`config.mk`:
```
export PLATFORM = sky130hd
export DESIGN_NAME = instruction_fetch
export DESIGN_NICKNAME = d
export VERILOG_FILES = /design/src/rtl/instruction_fetch.sv
export SDC_FILE = /design/constraint.sdc
export NUM_CORES = 1
export LEC_CHECK = 0
export BUFFER_PORTS_ARGS = -buffer_cell sky130_fd_sc_hd__buf_4
export CAP_MARGIN = 10
export CORE_ASPECT_RATIO = 1.2
export CORE_MARGIN = 2
export CORE_UTILIZATION = 56
export DETAILED_ROUTE_END_ITERATION = 10
export PLACE_DENSITY = 0.95
export SLEW_MARGIN = 25
export SYNTH_ARGS = -nofsm -noshare
export SYNTH_HDL_FRONTEND = slang
export SYNTH_SLANG_ARGS = --single-unit
```
`constraint.sdc`:
```
create_clock -name clk -period 4.4 [get_ports clk]
set_clock_uncertainty 0.2 [all_clocks]
set_input_delay 0.22 -clock clk [delete_from_list [all_inputs] [get_ports clk]]
set_output_delay 0.22 -clock clk [all_outputs]
set_load 0.01 [all_outputs]
```
`src/rtl/instruction_fetch.sv`:
```
// instruction_fetch: PC register, boot/run/halt FSM and fetch-stage pipeline register
// with redirect/stall handling and optional in-fetch j/jal target resolution.
module instruction_fetch #(
    parameter logic [31:0] RESET_PC    = 32'd0,
    parameter int          PREDECODE_J = 1
) (
    input  logic        clk,
    input  logic        rst_n,
    output logic [31:0] imem_addr,
    input  logic [31:0] imem_instr,
    input  logic        stall,
    input  logic        redirect_valid,
    input  logic [31:0] redirect_pc,
    input  logic        halt_req,
    output logic        if_valid,
    output logic [31:0] if_instr,
    output logic [31:0] if_pc,
    output logic [31:0] if_pc_plus4,
    output logic        halted,
    output logic        misalign_err,
    output logic [31:0] fetch_count
);
    localparam logic [1:0] BOOT   = 2'd0;
    localparam logic [1:0] RUN    = 2'd1;
    localparam logic [1:0] HALTED = 2'd2;

    logic [1:0]  state;
    logic [31:0] pc;
    logic [31:0] pc_plus4;
    logic        is_j;

    assign imem_addr = pc;
    assign pc_plus4  = pc + 32'd4;
    assign halted    = state == HALTED;
    // opcodes 000010 (j) and 000011 (jal) share the upper five bits
    assign is_j      = (PREDECODE_J != 0) && (imem_instr[31:27] == 5'b00001);

    always_ff @(posedge clk or negedge rst_n) begin
        if (!rst_n) begin
            state        <= BOOT;
            pc           <= RESET_PC;
            if_valid     <= 1'b0;
            if_instr     <= 32'd0;
            if_pc        <= 32'd0;
            if_pc_plus4  <= 32'd0;
            misalign_err <= 1'b0;
            fetch_count  <= 32'd0;
        end else if (state == BOOT) begin
            state    <= RUN;
            if_valid <= 1'b0;
        end else if (state == RUN) begin
            if (redirect_valid) begin
                pc       <= {redirect_pc[31:2], 2'b00};
                if_valid <= 1'b0;
                if (|redirect_pc[1:0]) misalign_err <= 1'b1;
            end else if (halt_req) begin
                if_valid <= 1'b0;
                state    <= HALTED;
            end else if (!stall) begin
                if_instr    <= imem_instr;
                if_pc       <= pc;
                if_pc_plus4 <= pc_plus4;
                if_valid    <= 1'b1;
                if (fetch_count != 32'hFFFF_FFFF) fetch_count <= fetch_count + 32'd1;
                pc <= is_j ? {pc_plus4[31:28], imem_instr[25:0], 2'b00} : pc_plus4;
            end
        end else begin
            if_valid <= 1'b0;
        end
    end
endmodule

```
# [Word level (Yosys, flattened, before mapping)]
# Index checks and enable logic that the tools add are counted.
[classes] n_bitwise=4 n_addsub=2 eq_ne=8 n_reduce_logical=9 muxes=13
[op_table] cell="$mux 32" n=3
[op_table] cell="$add 32x1->32 const B" n=1
[op_table] cell="$add 32x3->32 const B" n=1
[op_table] cell="$ne 32x32->1 const B" n=1
[op_table] cell="$mux 28" n=1
[op_table] cell="$mux 2" n=4
[op_table] cell="$reduce_and 4->1" n=2
[op_table] cell="$reduce_and 6->1" n=1
[op_table] cell="$eq 5x1->1 const B" n=1
[op_table] cell="$mux 1" n=5
[op_table] cell="$ne 5x5->1 const B" n=1
[op_table] cell="$reduce_and 5->1" n=1
[op_table] cell="$ne 2x1->1 const B" n=2
[op_table] cell="$not 1->1" n=4
[op_table] cell="$reduce_bool 2->1" n=2
[op_table] cell="$reduce_and 3->1" n=1
[op_table] cell="$eq 2x1->1 const B" n=1
[op_table] cell="$eq 2x2->1 const B" n=1
[op_table] cell="$logic_not 2->1" n=1
[op_table] cell="$ne 2x2->1 const B" n=1
[op_table] cell="$reduce_or 2->1" n=1
[word_totals] elab_cells=44 output_inout_bits=163 register_bits=164

# [Logic depth before layout (Yosys ltp)]
[logic_depth] depth_word=5 mapped_depth=8 depth_no_buf=6

# [Worst setup path before layout]
# No wires, ideal clock.
[synth_path] kind="register to register" startpoint="register pc[2], in the netlist imem_addr[2]" endpoint="register pc[14], in the netlist imem_addr[14]" required_time_ns=4.078 synth_period_minus_slack_ns=2.340 setup_ns=0.122 t_arrival_ns=2.018 path_slack_ns=2.060 stages_incl_launch_ff=8 cell_sequence="dfrtp_1 ha_1 clkbuf_1 nand2_1 nor3_1 nand3_1 a31o_2 a32o_1"
[synth_between] elab_chain_cells=5
[synth_lines] element="from (decl)" line="28" source="logic [31:0] pc;"
[synth_lines] element="from (signal assigned)" line="53" source="pc <= {redirect_pc[31:2], 2'b00};"
[synth_lines] element="from (signal assigned)" line="65" source="pc <= is_j ? {pc_plus4[31:28], imem_instr[25:0], 2'b00} : pc_plus4;"
[synth_lines] element="$add 32x3->32" line="33" source="assign pc_plus4 = pc + 32'd4;"
[synth_lines] element="$mux 28" line="65"
[synth_lines] element="$mux 32" line="59" source="end else if (!stall) begin"
[synth_lines] element="$mux 32" line="56" source="end else if (halt_req) begin"
[synth_lines] element="$mux 32" line="52" source="if (redirect_valid) begin"
# No other way between the ends. The select of a mux whose other input is x is not followed.
# A chain may end at the register's enable or synchronous reset.

# [Worst setup path in the final report]
[layout_path] startpoint="register pc[2], in the netlist imem_addr[2]" endpoint="register if_pc_plus4[14]"
[layout_between] elab_chain_cells=1
[layout_lines] element="$add 32x3->32" line="33"
[layout_lines] element="to (signal assigned)" line="62" source="if_pc_plus4 <= pc_plus4;"
[layout_lines] element="to (decl)" line="18" source="output logic [31:0] if_pc_plus4,"
# No other way between the ends.

==> reports/qor.csv <==
stage;metric;value;unit
floorplan;Core ar.;13600;um^2
clock_network;postcts setup bufs;0;
synth;top post-synthesis cells by count;nand2_1, dfrtp_1, o21ai_0, nand3_1, nor2_1;
sta;RSZ-0062 raised after global routing;no;
critical_path;crit path capture;if_pc_plus4[14];
synth;Post-synth EDFFs;0;
floorplan;Die ar.;14800;um^2
synth;Yosys Warn Count;0;
sta;Final Hold Fails;0;
cells_and_area;Synth-to-Final Area Change;36.9;%
clock_network;Clk pin slew, worst setup/hold paths;0.07;ns
critical_path;reg-to-reg setup timing slack;1.37;ns
critical_path;Crit Path Class;register to register;
synth;Async S/R FF share, synth;100;%
clock_network;cts hold-fix bufs;56;
route;TritonRoute pass-1 iters;7;
worst_hold_path;Cells on Worst Hold Path;3;
synth;mean area per synthesized cell;9.03;um^2
power_and_ir_drop;Clock power frac;29.4;%
synth;Seq cells post-synth;158;
critical_path;CP Launch Point;imem_addr[2];
sta;worst-margin pin slew;1.09;ns
worst_hold_path;Hold Path Class;input port to register;
sta;count of pins over their slew limit;0;
sta;Setup Total Neg Slack;0;ns
power_and_ir_drop;Leak;5.26;nW
place;Placed Instances;1205;
synth;top-count cell post-synth;nand2_1;
synth;Seq/Total Area, Yosys;51.1;%
global_routing;initial antenna violation count;1;
route;Via Count;8076;
place;IO Port Bufs;225;
outcome;outcome;completed;
synth;Cells after Synth;857;
critical_path;Required @ worst endpoint;4.47;ns
route;Initial DRC Count;1137;
route;drt drc;0;
clock_network;later-pin clock latency in the skew report;0.43;ns
clock_network;clock sinks;158;
cells_and_area;Nets;1181;
sta;Final Cycle Share;68.8;%
place;Post-DP HPWL;17.3;mm
critical_path;Critical-path top delay cell;nor3_1;
clock_network;deepest clock path buffer count;2;
global_routing;largest net degree at the start of global routing;103;
cells_and_area;fin area;10600;um^2
clock_network;root buffer cell;clkbuf_16;
power_and_ir_drop;peak supply drop;0.344;mV
critical_path;critical path endpoint category;register;
global_routing;vias in the first global route;7780;
sta;Fmax achieved;330;MHz
critical_path;arrival time at the worst endpoint;3.10;ns
synth;Synth Cell Area;7740;um^2
critical_path;R2R cell count;6;
critical_path;startpoint types;register;
synth;top cells by area, synth;dfrtp_1, nand2_1, o21ai_0, xnor2_1, xor2_1;
cells_and_area;fin cells;1295;
power_and_ir_drop;Int Power;3.14;mW
sta;Worst slew margin;27.5;%
synth;Yosys cell types;68;
run;MaxCap Viol Count;0;
critical_path;Worst Path Buf+Inv;0;
critical_path;CP cell instances;ha_1, nand2_1, nor3_1, nand3_1, xor2_1, o21ai_0;
power_and_ir_drop;share of total power in sequential cells;43.9;%
floorplan;IO Count;232;
critical_path;Worst path depth;6;
synth;ys flop type;dfrtp_1;
global_routing;overflow left after global routing;0;
place;GPL Wtd Cong;0.919;
route;drt via density;6.24;
cells_and_area;layout cells sized above 1;25.2;%
floorplan;Initial Util;56.7;%
floorplan;Die W;111;um
power_and_ir_drop;NetSw;1.69;mW
clock_network;clock tree from TritonCTS;yes;
critical_path;crit-path max FO;10;
synth;largest area contributor in the netlist;dfrtp_1;
power_and_ir_drop;Power Density;455;nW/um^2
clock_network;cts repair resizes;0;
sta;final setup fails;0;
global_routing;Tot GR Track Use;36.6;%
floorplan;Die Ht;133;um
critical_path;crit-path leading delay family;simple AND/OR/NAND/NOR gates;
place;dpl cell area;9460;um^2
power_and_ir_drop;Switching Share;35.0;%
route;Routed WL;27.4;mm
global_routing;first-pass GRT wire length;42.7;mm
floorplan;row cnt;47;
sta;hold slack;0.0224;ns
critical_path;reg-to-reg startpoint;imem_addr[2];
critical_path;r2r endpoint;if_pc_plus4[14];
clock_network;TritonCTS Buffers;17;
route;DR WL/cell;21.2;um
critical_path;Slowest Stage Delay on Critical Path;0.72;ns
power_and_ir_drop;combinational cell fraction of total power;26.7;%
synth;post-synth top area share;51.1;%
sta;Tmin final;3.03;ns
route;final antenna-violating net count;0;
clock_network;H-Tree Depth;4;
## power groups by stage
stage	clock network (mW)	registers [mW]	logic [mW]
6_report	1.42	2.12	1.29
5_1_grt	1.48	2.14	1.38
4_1_cts	1.41	2.08	1.24
3_5_place_dp	0	2.10	1.19
3_3_place_gp	0	2.09	1.16
2_1_floorplan	0	2.07	0.512
## cells in the final DEF, fill, tap and decap left out, drive strengths merged, types with 15 or more instances in the layout
cell type / netlist / final
nor3: 19 / 19
xor2: 26 / 26
inv: 12 / 16
buf: 25 / 233
and3: 15 / 15
nand2: 243 / 243
nor2: 37 / 37
nand4: 21 / 21
o21ai: 53 / 53
xnor2: 30 / 30
clkbuf: 35 / 21
nand3: 37 / 37
dlygate4sd3: 0 / 56
dfrtp: 158 / 158
a21oi: 19 / 19
## metrics by stage
stage / power [mW] / setup slack (ns) / utilization (%)
floorplan: 2.58 / 2.06 / -
global placement: 3.25 / 1.62 / 69.3
detailed placement: 3.29 / 1.55 / 69.3
global route: 5.01 / 1.22 / 77.7
CTS: 4.73 / 1.54 / 77.5
finish: 4.82 / 1.37 / 77.7
## cell type report
| cell class | count | area [um^2] |
|---|---|---|
| Antenna cell | 1 | 2.50 |
| Clock buffer | 21 | 440 |
| Clock inverter | 11 | 108 |
| Fill cell | 846 | 3050 |
| Inverter | 12 | 45.0 |
| Multi-Input combinational cell | 632 | 3500 |
| Sequential cell | 158 | 3950 |
| Tap cell | 171 | 214 |
| Timing Repair Buffer | 289 | 2330 |
## tightest hold or removal path: stages
cell	delay, ns
buf_4	0.14
inv_1	0.12
o21a_1	0.13
## registers in the layout, summed over array words and instances (netlist names)
signal / cells
if_instr: 32
imem_addr: 30
if_pc: 30
state: 2
misalign_err: 1
if_pc_plus4: 30
fetch_count: 32
if_valid: 1
## routing by layer
| metal | share of wire [%] | vias to the layer above | global-route usage (%) |
|---|---|---|---|
| met1 | 36 | 3829 | 47.0 |
| met5 | 0 | - | 0 |
| met4 | 6.4 | 0 | 18.9 |
| met2 | 48 | 646 | 59.2 |
| li1 | - | 3435 | - |
| met3 | 10 | 166 | 7.42 |
## logic make-up after synthesis
group,Yosys count,synth area share (%)
xor+xnor,56,6.34
buf+inv,72,4.19
other cells,1,0.0484
simple gates,430,26.1
flops,158,51.1
mux,8,1.13
fa+ha+maj,2,0.323
compound gates,130,10.8
## worst min-delay path by stage
stage,slack (ns),to,start
detailed placement,0.19,fetch_count[25],rst_n
CTS,0.009,imem_addr[17],redirect_pc[17]
finish,0.02,if_valid,stall
global route,0.03,if_valid,stall
floorplan,-0.28,fetch_count[0],rst_n
global placement,0.19,fetch_count[24],rst_n
Note: power is estimated with default switching activity, not from simulation.
